==> src/rtl/ctrl_pkg.sv <==
// Shared definitions for the RV32I decode/control stage: opcode constants,
// ALU operation classes, branch/jump codes and the control bundle layout.
package ctrl_pkg;

    localparam logic [6:0] OP_R      = 7'b0110011;
    localparam logic [6:0] OP_I      = 7'b0010011;
    localparam logic [6:0] OP_LOAD   = 7'b0000011;
    localparam logic [6:0] OP_STORE  = 7'b0100011;
    localparam logic [6:0] OP_BRANCH = 7'b1100011;
    localparam logic [6:0] OP_LUI    = 7'b0110111;
    localparam logic [6:0] OP_AUIPC  = 7'b0010111;
    localparam logic [6:0] OP_JAL    = 7'b1101111;
    localparam logic [6:0] OP_JALR   = 7'b1100111;

    localparam logic [6:0] F7_MEXT   = 7'b0000001;

    localparam logic [2:0] ALU_OP_ADD    = 3'b000;
    localparam logic [2:0] ALU_OP_BRANCH = 3'b001;
    localparam logic [2:0] ALU_OP_RTYPE  = 3'b010;
    localparam logic [2:0] ALU_OP_ITYPE  = 3'b011;
    localparam logic [2:0] ALU_OP_LUI    = 3'b100;
    localparam logic [2:0] ALU_OP_AUIPC  = 3'b101;
    localparam logic [2:0] ALU_OP_MEXT   = 3'b110;

    localparam logic [1:0] BJ_NONE   = 2'b00;
    localparam logic [1:0] BJ_BRANCH = 2'b01;
    localparam logic [1:0] BJ_JAL    = 2'b10;
    localparam logic [1:0] BJ_JALR   = 2'b11;

    typedef struct packed {
        logic       reg_write;
        logic [2:0] alu_op;
        logic       alu_src;
        logic       alu_data1;
        logic       mem_write;
        logic       mem_read;
        logic       men_to_reg;
        logic [1:0] branch_jump;
    } ctrl_bundle_t;

    // Only R, S and B formats carry a meaningful rs2 field.
    function automatic logic uses_rs2(input logic [6:0] opcode);
        return (opcode == OP_R) || (opcode == OP_STORE) || (opcode == OP_BRANCH);
    endfunction

endpackage

==> src/rtl/control_decode.sv <==
// Pure combinational opcode/funct7 -> control bundle decoder.
// Optional feature macro: CONTROL_MEXT_EN (funct7=0000001 R-type -> ALU_OP_MEXT).
module control_decode
    import ctrl_pkg::*;
(
    input  logic [6:0]   i_opcode,
    input  logic [6:0]   i_funct7,
    output ctrl_bundle_t o_bundle,
    output logic         o_uses_rs2
);

    logic w_is_mext;

`ifdef CONTROL_MEXT_EN
    assign w_is_mext = (i_funct7 == F7_MEXT);
`else
    // funct7 plays no part in decode without M-extension support
    logic w_unused_funct7;
    assign w_unused_funct7 = ^i_funct7;
    assign w_is_mext       = 1'b0;
`endif

    assign o_uses_rs2 = uses_rs2(i_opcode);

    // Opcode table; unknown opcodes fall through as an all-zero NOP bundle.
    always_comb begin
        o_bundle = '0;
        case (i_opcode)
            OP_R: begin
                o_bundle.reg_write = 1'b1;
                o_bundle.alu_op    = w_is_mext ? ALU_OP_MEXT : ALU_OP_RTYPE;
            end
            OP_I: begin
                o_bundle.reg_write = 1'b1;
                o_bundle.alu_op    = ALU_OP_ITYPE;
                o_bundle.alu_src   = 1'b1;
            end
            OP_LOAD: begin
                o_bundle.reg_write  = 1'b1;
                o_bundle.alu_op     = ALU_OP_ADD;
                o_bundle.alu_src    = 1'b1;
                o_bundle.mem_read   = 1'b1;
                o_bundle.men_to_reg = 1'b1;
            end
            OP_STORE: begin
                o_bundle.alu_op     = ALU_OP_ADD;
                o_bundle.alu_src    = 1'b1;
                o_bundle.mem_write  = 1'b1;
                o_bundle.men_to_reg = 1'b1;
            end
            OP_BRANCH: begin
                o_bundle.alu_op      = ALU_OP_BRANCH;
                o_bundle.men_to_reg  = 1'b1;
                o_bundle.branch_jump = BJ_BRANCH;
            end
            OP_LUI: begin
                o_bundle.reg_write = 1'b1;
                o_bundle.alu_op    = ALU_OP_LUI;
                o_bundle.alu_src   = 1'b1;
            end
            OP_AUIPC: begin
                o_bundle.reg_write = 1'b1;
                o_bundle.alu_op    = ALU_OP_AUIPC;
                o_bundle.alu_src   = 1'b1;
                o_bundle.alu_data1 = 1'b1;
            end
            OP_JAL: begin
                o_bundle.reg_write   = 1'b1;
                o_bundle.alu_op      = ALU_OP_ADD;
                o_bundle.branch_jump = BJ_JAL;
            end
            OP_JALR: begin
                o_bundle.reg_write   = 1'b1;
                o_bundle.alu_op      = ALU_OP_ITYPE;
                o_bundle.alu_src     = 1'b1;
                o_bundle.branch_jump = BJ_JALR;
            end
            default: o_bundle = '0;
        endcase
    end

endmodule

==> src/rtl/control_stage.sv <==
// Registered RV32I decode/control stage: valid/ready output register,
// load-use tracker with LOAD_BUBBLES bubble insertion, flush, bubble counter.
// Optional feature macro: CONTROL_MEXT_EN (handled in control_decode).
module control_stage
    import ctrl_pkg::*;
#(
    parameter int REG_ADDR_W   = 5,
    parameter int LOAD_BUBBLES = 1,
    parameter int STAT_W       = 16
)(
    input  logic                  clk_i,
    input  logic                  rst_n_i,
    input  logic                  in_valid_i,
    output logic                  in_ready_o,
    input  logic [6:0]            opcode_i,
    input  logic [6:0]            funct7_i,
    input  logic [REG_ADDR_W-1:0] rd_i,
    input  logic [REG_ADDR_W-1:0] rs1_i,
    input  logic [REG_ADDR_W-1:0] rs2_i,
    input  logic                  flush_i,
    output logic                  out_valid_o,
    input  logic                  out_ready_i,
    output logic                  reg_write_o,
    output logic                  alu_src_o,
    output logic                  alu_data1_o,
    output logic                  mem_write_o,
    output logic                  mem_read_o,
    output logic                  men_to_reg_o,
    output logic [2:0]            alu_op_o,
    output logic [1:0]            branch_jump_o,
    output logic [REG_ADDR_W-1:0] rd_o,
    output logic [STAT_W-1:0]     bubble_cnt_o
);

    localparam int STALL_W = $clog2(LOAD_BUBBLES + 1);

    ctrl_bundle_t          r_bundle, w_bundle_next, w_dec;
    logic                  r_out_valid, w_out_valid_next;
    logic [REG_ADDR_W-1:0] r_rd, w_rd_next;
    logic [STALL_W-1:0]    r_stall_cnt, w_stall_next;
    logic                  r_trk_is_load, w_trk_is_load_next;
    logic [REG_ADDR_W-1:0] r_trk_rd, w_trk_rd_next;
    logic [STAT_W-1:0]     r_bubble_cnt, w_bubble_next;
    logic                  w_uses_rs2, w_slot_free, w_hazard, w_in_ready, w_accept;

    control_decode u_decode (
        .i_opcode   (opcode_i),
        .i_funct7   (funct7_i),
        .o_bundle   (w_dec),
        .o_uses_rs2 (w_uses_rs2)
    );

    assign w_slot_free = !r_out_valid || out_ready_i;
    assign w_hazard    = in_valid_i && r_trk_is_load && (r_trk_rd != '0) &&
                         ((rs1_i == r_trk_rd) || (w_uses_rs2 && (rs2_i == r_trk_rd)));
    assign w_in_ready  = !flush_i && w_slot_free && (r_stall_cnt == '0) && !w_hazard;
    assign w_accept    = in_valid_i && w_in_ready;

    // Next-state: flush wins; otherwise accept/drain the output slot and run the stall counter.
    always_comb begin
        w_out_valid_next   = r_out_valid;
        w_bundle_next      = r_bundle;
        w_rd_next          = r_rd;
        w_stall_next       = r_stall_cnt;
        w_trk_is_load_next = r_trk_is_load;
        w_trk_rd_next      = r_trk_rd;
        w_bubble_next      = r_bubble_cnt;
        if (flush_i) begin
            w_out_valid_next   = 1'b0;
            w_stall_next       = '0;
            w_trk_is_load_next = 1'b0;
            w_trk_rd_next      = '0;
        end else begin
            if (w_accept) begin
                w_out_valid_next   = 1'b1;
                w_bundle_next      = w_dec;
                w_rd_next          = rd_i;
                w_trk_is_load_next = w_dec.mem_read;
                w_trk_rd_next      = rd_i;
            end else if (w_slot_free) begin
                w_out_valid_next = 1'b0;
            end
            if (r_stall_cnt != '0) begin
                // A bubble only counts once EX has room to see it.
                if (w_slot_free) begin
                    w_stall_next = r_stall_cnt - STALL_W'(1);
                    if (r_bubble_cnt != '1) begin
                        w_bubble_next = r_bubble_cnt + STAT_W'(1);
                    end
                    if (r_stall_cnt == STALL_W'(1)) begin
                        w_trk_is_load_next = 1'b0;
                    end
                end
            end else if (w_hazard) begin
                w_stall_next = STALL_W'(LOAD_BUBBLES);
            end
        end
    end

    // State register with asynchronous active-low reset.
    always_ff @(posedge clk_i or negedge rst_n_i) begin
        if (!rst_n_i) begin
            r_out_valid   <= 1'b0;
            r_bundle      <= '0;
            r_rd          <= '0;
            r_stall_cnt   <= '0;
            r_trk_is_load <= 1'b0;
            r_trk_rd      <= '0;
            r_bubble_cnt  <= '0;
        end else begin
            r_out_valid   <= w_out_valid_next;
            r_bundle      <= w_bundle_next;
            r_rd          <= w_rd_next;
            r_stall_cnt   <= w_stall_next;
            r_trk_is_load <= w_trk_is_load_next;
            r_trk_rd      <= w_trk_rd_next;
            r_bubble_cnt  <= w_bubble_next;
        end
    end

    assign in_ready_o    = w_in_ready;
    assign out_valid_o   = r_out_valid;
    assign reg_write_o   = r_bundle.reg_write;
    assign alu_op_o      = r_bundle.alu_op;
    assign alu_src_o     = r_bundle.alu_src;
    assign alu_data1_o   = r_bundle.alu_data1;
    assign mem_write_o   = r_bundle.mem_write;
    assign mem_read_o    = r_bundle.mem_read;
    assign men_to_reg_o  = r_bundle.men_to_reg;
    assign branch_jump_o = r_bundle.branch_jump;
    assign rd_o          = r_rd;
    assign bubble_cnt_o  = r_bubble_cnt;

endmodule
==> config.mk <==
export PLATFORM = sky130hd
export DESIGN_NAME = control_stage
export DESIGN_NICKNAME = d
export VERILOG_FILES = /design/src/rtl/ctrl_pkg.sv /design/src/rtl/control_decode.sv /design/src/rtl/control_stage.sv
export SDC_FILE = /design/constraint.sdc
export NUM_CORES = 1
export LEC_CHECK = 0
export CORE_MARGIN = 4
export CORE_UTILIZATION = 46
export CTS_CLUSTER_DIAMETER = 60
export CTS_CLUSTER_SIZE = 24
export DETAILED_ROUTE_END_ITERATION = 8
export PLACE_DENSITY = 0.81
export SLEW_MARGIN = 20
export SYNTH_ARGS = -nofsm -noshare
export SYNTH_HDL_FRONTEND = slang
export SYNTH_SLANG_ARGS = --single-unit
==> constraint.sdc <==
create_clock -name clk_i -period 2.7 [get_ports clk_i]
set_input_delay 0.54 -clock clk_i [delete_from_list [all_inputs] [get_ports clk_i]]
set_output_delay 0.54 -clock clk_i [all_outputs]
set_load 0.005 [all_outputs]
==> impl_metrics.env, run 1 <==
export IMPL_crit_required_ps=2160
export IMPL_wl_um=4913
export IMPL_drc=0
export IMPL_max_vdd_ir_drop_uv=243.5
export IMPL_mostFrequentLayoutCells="clkdlybuf4s50_1 (52), dfrtp_1 (40), buf_4 (20)"
export IMPL_drt_iter0_markers=37
export IMPL_clockBufferDepth=2
export IMPL_endpoint_kind="output pin"
export IMPL_grt_overflow_total=0
export IMPL_regToRegSetupSlack_ps=420
export IMPL_crit_arrival_ps=2040
export IMPL_fin_nets=303
export IMPL_setup_slack_ps=121.3
export IMPL_rr_endpoint="r_trk_rd[3]"
export IMPL_worstMarginPinSlew_ps=888.3
export IMPL_antenna_left=0
export IMPL_fin_skew_ps=4.678
export IMPL_port_buffers=60
export IMPL_syn_cell_area_mm2=0.002122
export IMPL_htree_levels=2
export IMPL_power_uw=1250
export IMPL_cp_cell_sequence="or4_4, o211a_1, o21ai_1, and4_1, clkdlybuf4s15_2"
export IMPL_n_antenna_cell=0
export IMPL_ys_seq_area_share_pct=47.17
export IMPL_slew_headroom_pct=40.78
export IMPL_syn_avg_cell_area_um2=11.41
export IMPL_clk_latency_ps=280
export IMPL_cp_max_fo=4
export IMPL_syn_num_nets=221
export IMPL_slew_viol_final=0
export IMPL_slowest_delay_ps=540
export IMPL_synth_edf_count=0
export IMPL_cts_root_buf="clkbuf_8"
export IMPL_path_clk_slew_ps=70
export IMPL_antenna_found_initial=0
export IMPL_critPathSlowestCell="or4_4"
export IMPL_cpLargestDelayFamily="simple AND/OR/NAND/NOR gates"
export IMPL_min_period_ps=2579
export IMPL_start_kind="flip-flop"
export IMPL_core_mm2=0.004414
export IMPL_critical_path_class="reg2out"
export IMPL_min_path_type="in2async"
export IMPL_maxCapViolCount=0
export IMPL_num_vias=1652
export IMPL_ios=68
export IMPL_hold_buffers=0
export IMPL_period_share_pct=95.51
export IMPL_yosys_warnings=0
export IMPL_hpwlAfterDp_um=3654
export IMPL_avgViaCountPerCell=5.163
export IMPL_holdWs_ps=366.6
export IMPL_rsz0062_at_grt="false"
export IMPL_fillers=358
export IMPL_start_util_pct=48.07
export IMPL_final_hold_violation_count=0
export IMPL_cts_buffers=5
export IMPL_leakagePower_uw=0.001342
export IMPL_final_common_cell="clkdlybuf4s50_1"
export IMPL_ys_ff_latch=40
export IMPL_cts_tree="yes"
export IMPL_r2r_worst_path_cells=6
export IMPL_cts_sinks=40
export IMPL_p_per_area_mw_per_mm2=417.2
export IMPL_reg2reg_from="r_trk_rd[2]"
export IMPL_grt_first_pass_wirelength_um=8452
export IMPL_rows=24
export IMPL_gp_congestion=0.7711
export IMPL_syn_inst=186
export IMPL_setup_viol=0
export IMPL_synthArstFlopShare_pct=100.0
export IMPL_die_y_um=75.92
export IMPL_path_buf_inv=1
export IMPL_area_growth_synth_to_final_pct=41.16
export IMPL_grt_usage_pct=17.80
export IMPL_fmax_mhz=387.8
export IMPL_drive_gt1_share_pct=22.01
export IMPL_grt_max_degree=41
export IMPL_die_w_um=75.92
export IMPL_grt_pass1_vias=1741
export IMPL_ys_types=35
export IMPL_dp_slack_ps=-440.4
export IMPL_dr_pass1_iters=4
export IMPL_status="finished clean"
export IMPL_wire_per_inst_um=15.35
export IMPL_ys_flop_type="dfrtp_1"
export IMPL_die_area_mm2=0.005764
## worst max path at each step
stage,cells after the start,start,to,slack (ps)
CTS,7,opcode_i[4],in_ready_o,4
detailed placement,7,opcode_i[0],in_ready_o,-440
finish,5,r_trk_rd[2],in_ready_o,120
global route,5,r_trk_rd[2],in_ready_o,70
floorplan,5,opcode_i[1],in_ready_o,530
global placement,7,opcode_i[1],in_ready_o,-370
## sequential cells by signal (all words and copies together) (netlist names)
| signal | flops |
|---|---|
| alu_data1_o | 1 |
| alu_op_o | 3 |
| alu_src_o | 1 |
| branch_jump_o | 2 |
| bubble_cnt_o | 16 |
| mem_read_o | 1 |
| mem_write_o | 1 |
| men_to_reg_o | 1 |
| out_valid_o | 1 |
| r_stall_cnt | 1 |
| r_trk_is_load | 1 |
| r_trk_rd | 5 |
| rd_o | 5 |
| reg_write_o | 1 |
## worst register-to-register path: stages (launching register included)
cell,delay [ps]
dfrtp_1,430
or4_4,540
o211ai_2,170
o31ai_1,140
a21oi_4,370
buf_4,230
mux2_4,300
## kinds of logic after synthesis
logic type | count (synthesis) | share of synthesized area, %
fa+ha+maj | 1 | 0.5895
compound gates | 19 | 6.426
xor+xnor | 23 | 9.493
simple gates | 68 | 18.04
flops | 40 | 47.17
mux | 24 | 15.62
buf+inv | 11 | 2.653
## metrics by stage
step	instances	utilization [%]	setup TNS [ps]	instance area, um2
final	320	67.86	0	2995
after global routing	320	67.86	0	2995
after CTS	320	67.57	0	2983
after global placement	311	65.33	-374.1	2884
after detailed placement	311	65.33	-440.4	2884
after floorplan	186	-	0	2122
## synthesized netlist by cell type (all sizes together), types with 3 or more instances
cell type	instances	share of area, %
xor2	7	2.9
nor4	5	2.2
dfrtp	40	47
nand2	11	1.9
nor3	8	1.9
o21ai	3	0.71
nand2b	3	0.88
mux2	22	15
inv	6	1.1
xnor2	16	6.6
nand4	8	2.4
nor2b	7	2.1
nand3	8	1.9
a21oi	7	2.2
nor2	11	1.9
buf	3	1.2
## final cells by class
| class | count | area (um2) | share of cell area (%) |
|---|---|---|---|
| Clock buffer | 5 | 68.82 | 2.297 |
| Tap cell | 52 | 65.06 | 2.172 |
| Multi-Input combinational cell | 135 | 1071 | 35.76 |
| Sequential cell | 40 | 1001 | 33.42 |
| Timing Repair Buffer | 80 | 754.5 | 25.19 |
| Inverter | 6 | 22.52 | 0.7519 |
| Clock inverter | 2 | 12.51 | 0.4177 |
## metal layers
metal | track usage [%] | share of wire, %
met1 | 22.52 | 45
met4 | 6.584 | 1.1
met3 | 4.502 | 4.3
met2 | 29.20 | 50
met5 | 0 | 0
## report_power, final
group / switching, uW / total [uW] / internal, uW / leakage [uW]
registers: 20.9 / 645 / 624 / 0.000536
logic: 87.1 / 231 / 144 / 0.000766
clock network: 198 / 373 / 175 / 0.0000400
total: 306 / 1250 / 943 / 0.00134
## what timing repair did
action / in CTS / in global routing
buffers inserted: 2 / 0
cloned: 0 / 0
resized for setup: 8 / 5
pin swaps: 5 / 3
setup endpoints to repair: 1 / 1
Power figures use the tool's default switching activity.
==> run 2: changes to the inputs <==
--- a/config.mk
+++ b/config.mk
@@ -8,8 +8,8 @@
 export CORE_MARGIN = 4
 export CORE_UTILIZATION = 46
 export CTS_CLUSTER_DIAMETER = 60
-export CTS_CLUSTER_SIZE = 24
 export DETAILED_ROUTE_END_ITERATION = 8
+export GPL_ROUTABILITY_DRIVEN = 0
 export PLACE_DENSITY = 0.81
 export SLEW_MARGIN = 20
 export SYNTH_ARGS = -nofsm -noshare
==> results of run 2 <==
No change in the layout: final DEF, timing and power equal those of run 1.
